### src/rtl/writeback_store.sv
// Writeback stage: retires Memory-stage results into the GPR and special register
// files, and issues memory-destination results as two-beat WRITEs on the D-cache bus.
module writeback_store #(
    parameter int unsigned ADDR_W = 64,
    parameter int unsigned TAG_W  = 13,
    parameter int unsigned CNT_W  = 64
) (
    input  logic              clk,
    input  logic              reset,
    input  logic              validIn,
    input  logic [63:0]       currentRipIn,
    input  logic [31:0]       instructionLengthIn,
    input  logic [3:0]        destRegIn,
    input  logic              destRegValidIn,
    input  logic [63:0]       destRegValueIn,
    input  logic [3:0]        destRegSpecialIn,
    input  logic              destRegSpecialValidIn,
    input  logic              isMemoryAccessDestIn,
    input  logic [63:0]       memoryAddressDestIn,
    output logic              wbStallOut,
    output logic              regWriteEnOut,
    output logic [3:0]        regWriteIdxOut,
    output logic [63:0]       regWriteDataOut,
    output logic              specWriteEnOut,
    output logic [3:0]        specWriteIdxOut,
    output logic [63:0]       specWriteDataOut,
    output logic              retireOut,
    output logic [63:0]       nextRipOut,
    output logic [CNT_W-1:0]  retiredCountOut,
    output logic              reqcyc,
    output logic [ADDR_W-1:0] req,
    output logic [TAG_W-1:0]  reqtag,
    input  logic              reqack,
    input  logic              respcyc,
    input  logic [ADDR_W-1:0] resp,
    output logic              respack
);

    localparam int unsigned RIP_W  = 64;
    localparam int unsigned DATA_W = 64;
    localparam int unsigned IDX_W  = 4;

    // WRITE | MEMORY | DATA in the three tag MSBs, remaining bits zero.
    localparam logic [TAG_W-1:0] WRITE_TAG = {3'b111, {(TAG_W-3){1'b0}}};

    typedef enum logic [1:0] {
        IDLE      = 2'd0,
        ADDR      = 2'd1,
        DATA      = 2'd2,
        WAIT_RESP = 2'd3
    } state_t;

    state_t state, stateNext;

    // Store context held until the write completes and the instruction retires.
    logic [DATA_W-1:0] pendData, pendDataNext;
    logic [RIP_W-1:0]  pendRip, pendRipNext;
    logic              pendSpecValid, pendSpecValidNext;
    logic [IDX_W-1:0]  pendSpecIdx, pendSpecIdxNext;

    logic              regWriteEnNext;
    logic [IDX_W-1:0]  regWriteIdxNext;
    logic [DATA_W-1:0] regWriteDataNext;
    logic              specWriteEnNext;
    logic [IDX_W-1:0]  specWriteIdxNext;
    logic [DATA_W-1:0] specWriteDataNext;
    logic              retireNext;
    logic [RIP_W-1:0]  nextRipNext;
    logic [CNT_W-1:0]  retiredCountNext;
    logic              reqcycNext;
    logic [ADDR_W-1:0] reqNext;
    logic [TAG_W-1:0]  reqtagNext;
    logic              respackNext;

    logic [RIP_W-1:0]  acceptRip;
    logic              storeDone;

    // Write responses carry no payload of interest.
    logic unusedResp;
    assign unusedResp = ^resp;

    assign wbStallOut = (state != IDLE);

    // Next-state and next-output logic.
    always_comb begin
        stateNext         = state;
        pendDataNext      = pendData;
        pendRipNext       = pendRip;
        pendSpecValidNext = pendSpecValid;
        pendSpecIdxNext   = pendSpecIdx;
        regWriteEnNext    = 1'b0;
        regWriteIdxNext   = regWriteIdxOut;
        regWriteDataNext  = regWriteDataOut;
        specWriteEnNext   = 1'b0;
        specWriteIdxNext  = specWriteIdxOut;
        specWriteDataNext = specWriteDataOut;
        retireNext        = 1'b0;
        nextRipNext       = nextRipOut;
        retiredCountNext  = retiredCountOut;
        reqcycNext        = reqcyc;
        reqNext           = req;
        reqtagNext        = reqtag;
        respackNext       = 1'b0;
        storeDone         = 1'b0;
        acceptRip         = currentRipIn + RIP_W'(instructionLengthIn);

        case (state)
            IDLE: begin
                if (validIn) begin
                    if (isMemoryAccessDestIn) begin
                        stateNext         = ADDR;
                        pendDataNext      = destRegValueIn;
                        pendRipNext       = acceptRip;
                        pendSpecValidNext = destRegSpecialValidIn;
                        pendSpecIdxNext   = destRegSpecialIn;
                        reqcycNext        = 1'b1;
                        reqNext           = ADDR_W'(memoryAddressDestIn);
                        reqtagNext        = WRITE_TAG;
                    end else begin
                        regWriteEnNext    = destRegValidIn;
                        regWriteIdxNext   = destRegIn;
                        regWriteDataNext  = destRegValueIn;
                        specWriteEnNext   = destRegSpecialValidIn;
                        specWriteIdxNext  = destRegSpecialIn;
                        specWriteDataNext = destRegValueIn;
                        retireNext        = 1'b1;
                        nextRipNext       = acceptRip;
                        retiredCountNext  = retiredCountOut + CNT_W'(1);
                    end
                end
            end
            ADDR: begin
                if (reqack) begin
                    stateNext = DATA;
                    reqNext   = ADDR_W'(pendData);
                end
            end
            DATA: begin
                if (reqack) begin
                    reqcycNext = 1'b0;
                    if (respcyc) begin
                        storeDone = 1'b1;
                    end else begin
                        stateNext = WAIT_RESP;
                    end
                end
            end
            WAIT_RESP: begin
                if (respcyc) begin
                    storeDone = 1'b1;
                end
            end
            default: stateNext = IDLE;
        endcase

        // Store completion: acknowledge the response and retire the instruction.
        if (storeDone) begin
            stateNext         = IDLE;
            respackNext       = 1'b1;
            retireNext        = 1'b1;
            specWriteEnNext   = pendSpecValid;
            specWriteIdxNext  = pendSpecIdx;
            specWriteDataNext = pendData;
            nextRipNext       = pendRip;
            retiredCountNext  = retiredCountOut + CNT_W'(1);
        end
    end

    always_ff @(posedge clk) begin
        if (reset) begin
            state            <= IDLE;
            pendData         <= '0;
            pendRip          <= '0;
            pendSpecValid    <= 1'b0;
            pendSpecIdx      <= '0;
            regWriteEnOut    <= 1'b0;
            regWriteIdxOut   <= '0;
            regWriteDataOut  <= '0;
            specWriteEnOut   <= 1'b0;
            specWriteIdxOut  <= '0;
            specWriteDataOut <= '0;
            retireOut        <= 1'b0;
            nextRipOut       <= '0;
            retiredCountOut  <= '0;
            reqcyc           <= 1'b0;
            req              <= '0;
            reqtag           <= '0;
            respack          <= 1'b0;
        end else begin
            state            <= stateNext;
            pendData         <= pendDataNext;
            pendRip          <= pendRipNext;
            pendSpecValid    <= pendSpecValidNext;
            pendSpecIdx      <= pendSpecIdxNext;
            regWriteEnOut    <= regWriteEnNext;
            regWriteIdxOut   <= regWriteIdxNext;
            regWriteDataOut  <= regWriteDataNext;
            specWriteEnOut   <= specWriteEnNext;
            specWriteIdxOut  <= specWriteIdxNext;
            specWriteDataOut <= specWriteDataNext;
            retireOut        <= retireNext;
            nextRipOut       <= nextRipNext;
            retiredCountOut  <= retiredCountNext;
            reqcyc           <= reqcycNext;
            req              <= reqNext;
            reqtag           <= reqtagNext;
            respack          <= respackNext;
        end
    end

endmodule

### config.mk
export PLATFORM = sky130hd
export DESIGN_NAME = writeback_store
export DESIGN_NICKNAME = d
export VERILOG_FILES = /design/src/rtl/writeback_store.sv
export SDC_FILE = /design/constraint.sdc
export NUM_CORES = 1
export LEC_CHECK = 0
export ABC_AREA = 0
export BUFFER_PORTS_ARGS = -buffer_cell sky130_fd_sc_hd__buf_4
export CAP_MARGIN = 20
export CORE_AREA = 2 2 255 257
export CTS_CLUSTER_DIAMETER = 120
export DETAILED_ROUTE_END_ITERATION = 8
export DIE_AREA = 0 0 257 259
export PLACE_DENSITY = 0.61
export SLEW_MARGIN = 10
export SYNTH_ARGS = -nofsm -noshare
export SYNTH_HDL_FRONTEND = slang
export SYNTH_SLANG_ARGS = --single-unit
export TNS_END_PERCENT = 50
### constraint.sdc
create_clock -name clk -period 6.95 [get_ports clk]
set_input_delay 1.0425 -clock clk [delete_from_list [all_inputs] [get_ports clk]]
set_output_delay 1.0425 -clock clk [all_outputs]
set_load 0.01 [all_outputs]
==> results.sh, run 1 <==
export IMPL_outcome="finished, final reports clean"
export IMPL_layout_commonest_cell="sky130_fd_sc_hd__buf_4"
export IMPL_holdBufCountCts=0
export IMPL_placed_cell_area_sq_um=25330
export IMPL_clk_pin_slew_worst_paths_ns=0.07
export IMPL_timing_critical_path_slowest_cell_delay_ns=0.70
export IMPL_boundaryPins=651
export IMPL_layout_cell_area_non_filler_sq_um=27130
export IMPL_setup_repair_after_global_routing_missed_its_margin="no"
export IMPL_wl_met3_um=4905
export IMPL_seq_area_frac_synth=0.4591
export IMPL_route_vias_total=19590
export IMPL_clock_insertion_delay_worst_skew_ns=0.61
export IMPL_globalRoute_totalOverflow=0
export IMPL_routed_wl_met2_um=34670
export IMPL_diodes=0
export IMPL_syn_area_sq_um=20450
export IMPL_netlist_top_cells_area="sky130_fd_sc_hd__dfxtp_1 46%, sky130_fd_sc_hd__nand2_1 9.6%, sky130_fd_sc_hd__a21oi_1 7.0%"
export IMPL_critical_path_class="input pin to flop"
export IMPL_drt_drc_violations_left=0
export IMPL_startpoint_type="input pin"
export IMPL_die_area_sq_um=66560
export IMPL_synth_yosys_warnings=0
export IMPL_cts_post_setup_buffers_inserted=0
export IMPL_number_of_endpoints_failing_setup_at_the_final_stage=0
export IMPL_gpl_final_weighted_congestion=0.8874
export IMPL_period_minus_slack_ns=3.801
export IMPL_chipWidth_um=257
export IMPL_layout_common_cells="594 x sky130_fd_sc_hd__buf_4, 520 x sky130_fd_sc_hd__nand2_1, 469 x sky130_fd_sc_hd__dfxtp_1, 286 x sky130_fd_sc_hd__a21oi_1, 283 x sky130_fd_sc_hd__nor2_1"
export IMPL_post_route_cells_drive_above_1_share=0.2321
export IMPL_yosys_most_used_dff="sky130_fd_sc_hd__dfxtp_1"
export IMPL_yosysTopAreaCell="sky130_fd_sc_hd__dfxtp_1"
export IMPL_period_share=0.5470
export IMPL_cts_path_max_buffers=3
export IMPL_setup_total_negative_slack_ns=0
export IMPL_async_flop_share=0
export IMPL_yosys_register_bits=469
export IMPL_cellLeakagePower_nw=11.20
export IMPL_layout_area_overhead_vs_synth_pct=32.68
export IMPL_antenna_violations_before_repair=1
export IMPL_synth_top_cell_area_share=0.4591
export IMPL_first_global_vias=18190
export IMPL_clock_skew_final_ns=0.02971
export IMPL_buffer_ports_inserted=576
export IMPL_top_layer="met4"
export IMPL_timing_critical_path_slowest_stage_cell="sky130_fd_sc_hd__o2111ai_1"
export IMPL_cp_cell_sequence="buf_4, ha_1, a21oi_1, o21ai_0, a32oi_1, o211ai_1, o2111ai_1, a21o_1, xor2_1, o21ai_0, and2_1"
export IMPL_numClockSinks=469
export IMPL_drt_iter0_drc=1522
export IMPL_power_per_cell_area_nw_per_um2=356.5
export IMPL_core_area_sq_um=63880
export IMPL_hp_class="flop to flop"
export IMPL_tritoncts_num_buffers=53
export IMPL_worst_hold_slack_ns=0.4439
export IMPL_initial_core_util=0.3201
export IMPL_num_fill_cells=6497
export IMPL_floorplan_rows=93
export IMPL_place_detailed_hpwl_um=51890
export IMPL_synthesis_instances=2513
export IMPL_syn_avg_cell_area_sq_um=8.138
export IMPL_required_ns=7.43
export IMPL_finalNetCount=3329
export IMPL_cts_htree_levels=2
export IMPL_wl_met1_um=32130
export IMPL_wp_buf_inv=1
export IMPL_drt_wl_total_um=73570
export IMPL_synth_enable_flop_cells=0
export IMPL_cts_tree="done"
export IMPL_post_synth_num_cell_types=65
export IMPL_total_count_of_max_transition_violations_in_the_final_report=0
export IMPL_max_cap_viol_count=0
export IMPL_cts_resized=0
export IMPL_detailedRoute_firstPassIterationCount=5
export IMPL_worst_path_max_fanout=8
export IMPL_antenna_left=0
export IMPL_vias_per_cell=5.044
export IMPL_critical_path_arrival_ns=4.29
export IMPL_global_route_total_usage_across_every_layer=0.2099
export IMPL_critPathMostFrequentCell="sky130_fd_sc_hd__o21ai_0"
export IMPL_worstSetupEndpointType="flop"
export IMPL_grt_start_max_net_pins=170
export IMPL_worstMarginPinSlew_ns=1.107
export IMPL_worst_vdd_drop_mv=0.2109
export IMPL_cp_top_delay_family="compound AO/OA/AOI/OAI gates"
export IMPL_max_clock_freq_mhz=263.1
export IMPL_grt_pass1_wl_um=110600
export IMPL_finalCoreUtilization=0.4248
export IMPL_root_buffer="sky130_fd_sc_hd__clkbuf_16"
export IMPL_die_height_um=259
export IMPL_wl_per_cell_um=18.94
export IMPL_rrSetupSlack_ns=3.52
export IMPL_hold_viol_final=0
export IMPL_max_slew_margin_rel=0.2620
## cell families after synthesis
| kind of cell | Yosys count | synth area share |
|---|---|---|
| mux | 67 | 0.03279 |
| other cells | 1 | 0.0001834 |
| buf+inv | 208 | 0.04136 |
| xor+xnor | 105 | 0.04497 |
| fa+ha+maj | 39 | 0.02423 |
| simple gates | 992 | 0.2049 |
| flops | 469 | 0.4591 |
| compound gates | 632 | 0.1925 |
## cell usage after synthesis (42+ instances only)
library cell	n
sky130_fd_sc_hd__nand2_1	521
sky130_fd_sc_hd__dfxtp_1	469
sky130_fd_sc_hd__a21oi_1	286
sky130_fd_sc_hd__nor2_1	284
sky130_fd_sc_hd__clkbuf_1	158
sky130_fd_sc_hd__a211oi_1	88
sky130_fd_sc_hd__o21ai_0	87
sky130_fd_sc_hd__a311oi_1	78
sky130_fd_sc_hd__mux2i_1	67
sky130_fd_sc_hd__xor2_1	63
sky130_fd_sc_hd__nand3_1	46
sky130_fd_sc_hd__xnor2_1	42
## worst min-delay path: stages (launching register included)
cell and delay, ns:
sky130_fd_sc_hd__dfxtp_1 0.31, sky130_fd_sc_hd__nand2_1 0.05, sky130_fd_sc_hd__a21oi_1 0.05
## metal layers
metal | GRT usage | vias to the layer above
met1 | 0.2727 | 9187
li1 | - | 9684
met3 | 0.04403 | 113
met5 | 0 | -
met4 | 0.06185 | 0
met2 | 0.3505 | 606
## final timing paths
path,from,to,cells after the start
min,pendSpecValid$_SDFFE_PP0P_,specWriteEnOut$_SDFF_PP0_,2
min reg2reg,pendSpecValid$_SDFFE_PP0P_,specWriteEnOut$_SDFF_PP0_,2
max reg2reg,state[1]$_SDFFE_PP0P_,retiredCountOut[62]$_SDFFE_PP0P_,10
max,currentRipIn[4],pendRip[35]$_SDFFE_PP0P_,11
## sequential cells by signal (all words and copies together) (netlist names)
register          cells
reqtag                1
pendSpecValid         1
pendData             64
regWriteDataOut      64
specWriteEnOut        1
retiredCountOut      64
regWriteEnOut         1
pendSpecIdx           4
reqcyc                1
state                 2
pendRip              64
respack               1
req                  64
nextRipOut           64
specWriteIdxOut       4
regWriteIdxOut        4
specWriteDataOut     64
retireOut             1
## metrics by stage
step                      std cells  power [mW]  setup slack (ns)
after floorplan                2522       5.394             3.472
after global placement         3786       6.833             2.576
after detailed placement       3786       6.860             2.580
after CTS                      3884       9.793             3.189
after global routing           3884       10.23             2.955
final                          3884       9.674             3.149
## power breakdown
part           leakage, nW  switching [mW]  internal [mW]
sequential            3.83           0.314           3.24
combinational         6.48            1.91           1.31
clock                0.886            1.18           1.72
## area by class of cell
cell class | count | area (sq um) | share of cell area
Multi-Input combinational cell | 1845 | 10300 | 0.3796
Sequential cell | 469 | 9389 | 0.3460
Inverter | 21 | 78.83 | 0.002905
Timing Repair Buffer | 596 | 4494 | 0.1656
Clock inverter | 16 | 216.5 | 0.007977
Clock buffer | 82 | 1587 | 0.05847
Tap cell | 855 | 1070 | 0.03942
Note: power is estimated with default switching activity, not from simulation.
==> run 2: changes to the inputs <==
CORE_AREA = 2 2 250 252   (was 2 2 255 257)
DIE_AREA = 0 0 252 254   (was 0 0 257 259)
PLACE_DENSITY = 0.62   (was 0.61)
clock period = 3.6 ns   (was 6.95 ns; I/O delays follow)
==> run 2 against run 1 <==
  * Design area up 1.2%
  * Combinational power up 97%
  * Via count up 0.79%
  * Non-clock buffer count up 29
  * Register-to-register slack worse by 2.9 ns
  * Clock power up 99%
  * Sequential cell count unchanged
  * Sequential power up 94%
==> results.sh, run 2 (synthesis gave the netlist of run 1 again) <==
export IMPL_worst_path_max_fanout=8
export IMPL_critical_path_arrival_ns=3.51
export IMPL_layout_area_overhead_vs_synth_pct=34.25
export IMPL_placement_setup_worst_slack_ns=0.03878
export IMPL_placed_cell_area_sq_um=25580
export IMPL_worstMarginPinSlew_ns=1.264
export IMPL_fin_total_pwr_mw=18.99
export IMPL_drt_iter0_drc=1318
export IMPL_power_per_cell_area_nw_per_um2=691.7
export IMPL_cellLeakagePower_nw=11.43
export IMPL_outcome="finished, final reports clean"
export IMPL_required_ns=4.09
export IMPL_cts_post_setup_buffers_inserted=0
export IMPL_die_area_sq_um=64010
export IMPL_post_route_cells_drive_above_1_share=0.2408
export IMPL_timing_critical_path_slowest_stage_cell="sky130_fd_sc_hd__or3_1"
export IMPL_wp_buf_inv=2
export IMPL_cp_top_delay_family="simple AND/OR/NAND/NOR gates"
export IMPL_post_place_cells=3750
export IMPL_layout_commonest_cell="sky130_fd_sc_hd__buf_4"
export IMPL_max_slew_margin_rel=0.1573
export IMPL_cp_cell_sequence="inv_1, ha_1, and3b_4, a21oi_2, nor4b_4, buf_4, and3_1, and2b_1, nand2_1, or3_1, a21oi_1"
export IMPL_path_depth=11
export IMPL_worst_hold_slack_ns=0.1970
export IMPL_detailedRoute_firstPassIterationCount=5
export IMPL_clk_pin_slew_worst_paths_ns=0.06
export IMPL_timing_critical_path_slowest_cell_delay_ns=0.39
export IMPL_die_height_um=254
export IMPL_finalNetCount=3358
export IMPL_floorplan_rows=91
export IMPL_route_vias_total=19740
export IMPL_cts_path_max_buffers=3
export IMPL_total_count_of_max_transition_violations_in_the_final_report=0
export IMPL_finalCoreUtilization=0.4482
export IMPL_buffer_ports_inserted=576
export IMPL_initial_core_util=0.3339
export IMPL_layout_cell_area_non_filler_sq_um=27460
export IMPL_root_buffer="sky130_fd_sc_hd__clkbuf_16"
export IMPL_tritoncts_num_buffers=53
export IMPL_gpl_final_weighted_congestion=0.8973
export IMPL_hold_viol_final=0
export IMPL_reg2reg_depth=11
export IMPL_vias_per_cell=5.131
export IMPL_setup_repair_after_global_routing_missed_its_margin="no"
export IMPL_globalRoute_totalOverflow=0
export IMPL_max_clock_freq_mhz=330.6
export IMPL_drt_wl_total_um=72290
export IMPL_critical_path_class="flop to flop"
export IMPL_layoutNonFillerInstCount=3848
export IMPL_finalWorstSetupSlack_ns=0.5754
export IMPL_worstSetupEndpointType="flop"
export IMPL_chipWidth_um=252
export IMPL_cts_resized=0
export IMPL_cts_tree="done"
export IMPL_first_global_vias=18090
export IMPL_grt_pass1_wl_um=108700
export IMPL_holdBufCountCts=0
export IMPL_setup_total_negative_slack_ns=0
export IMPL_clock_insertion_delay_worst_skew_ns=0.60
export IMPL_grt_start_max_net_pins=215
export IMPL_boundaryPins=651
export IMPL_max_cap_viol_count=0
export IMPL_layout_common_cells="614 x sky130_fd_sc_hd__buf_4, 520 x sky130_fd_sc_hd__nand2_1, 469 x sky130_fd_sc_hd__dfxtp_1, 286 x sky130_fd_sc_hd__a21oi_1, 283 x sky130_fd_sc_hd__nor2_1"
export IMPL_numClockSinks=469
export IMPL_number_of_endpoints_failing_setup_at_the_final_stage=0
export IMPL_hp_class="input pin to flop"
export IMPL_antenna_violations_before_repair=5
export IMPL_place_detailed_hpwl_um=50870
export IMPL_wl_per_cell_um=18.79
export IMPL_period_share=0.8402
export IMPL_period_minus_slack_ns=3.025
export IMPL_core_area_sq_um=61260
export IMPL_min_path_cells=3
export IMPL_clock_skew_final_ns=0.02454
export IMPL_startpoint_type="flop"
export IMPL_antenna_left=0
export IMPL_worst_vdd_drop_mv=0.4511
export IMPL_cts_htree_levels=2
export IMPL_drt_drc_violations_left=0
export IMPL_global_route_total_usage_across_every_layer=0.2146
[run 2: cell count changes in the layout (fill, tap and decap cells not counted), sizes merged]
cell | before | now
buf | 596 | 625
bufinv | 4 | 6
clkbuf | 82 | 81
clkinvlp | 1 | 0
diode | 0 | 1
inv | 23 | 22
[run 2: worst min-delay path, stage by stage]
cell and delay [ns]:
sky130_fd_sc_hd__buf_4 0.10, sky130_fd_sc_hd__nand2_1 0.05, sky130_fd_sc_hd__a21oi_1 0.05
[run 2: worst paths after layout]
check | slack (ns) | from | endpoint
worst max-delay path | 0.58 | state[1]$_SDFFE_PP0P_ | retiredCountOut[63]$_SDFFE_PP0P_
worst min-delay path | 0.20 | destRegIn[2] | regWriteIdxOut[2]$_SDFFE_PP0P_
worst max register to register | 0.58 | state[1]$_SDFFE_PP0P_ | retiredCountOut[63]$_SDFFE_PP0P_
worst min register to register | 0.45 | regWriteDataOut[49]$_SDFFE_PP0P_ | regWriteDataOut[49]$_SDFFE_PP0P_
[run 2: metal layers]
metal | vias to the layer above | global-route usage | wire, um
met4 | 6 | 0.06847 | 1925
met5 | - | 0 | 46
met3 | 119 | 0.04415 | 4578
met2 | 602 | 0.3561 | 34400
li1 | 9745 | - | -
met1 | 9272 | 0.2788 | 31340
[run 2: final cells by class]
class	count	area, sq um
Tap cell	790	988.4
Inverter	21	78.83
Fill cell	6147	33800
Antenna cell	1	2.502
Clock inverter	16	237.7
Clock buffer	81	1634
Sequential cell	469	9389
Multi-Input combinational cell	1845	10300
Timing Repair Buffer	625	4825
[run 2: power breakdown]
part	switching (mW)	internal [mW]	total (mW)	leakage [nW]
clock network	2.23	3.54	5.77	0.929
logic	3.68	2.65	6.33	6.67
registers	0.636	6.25	6.89	3.83
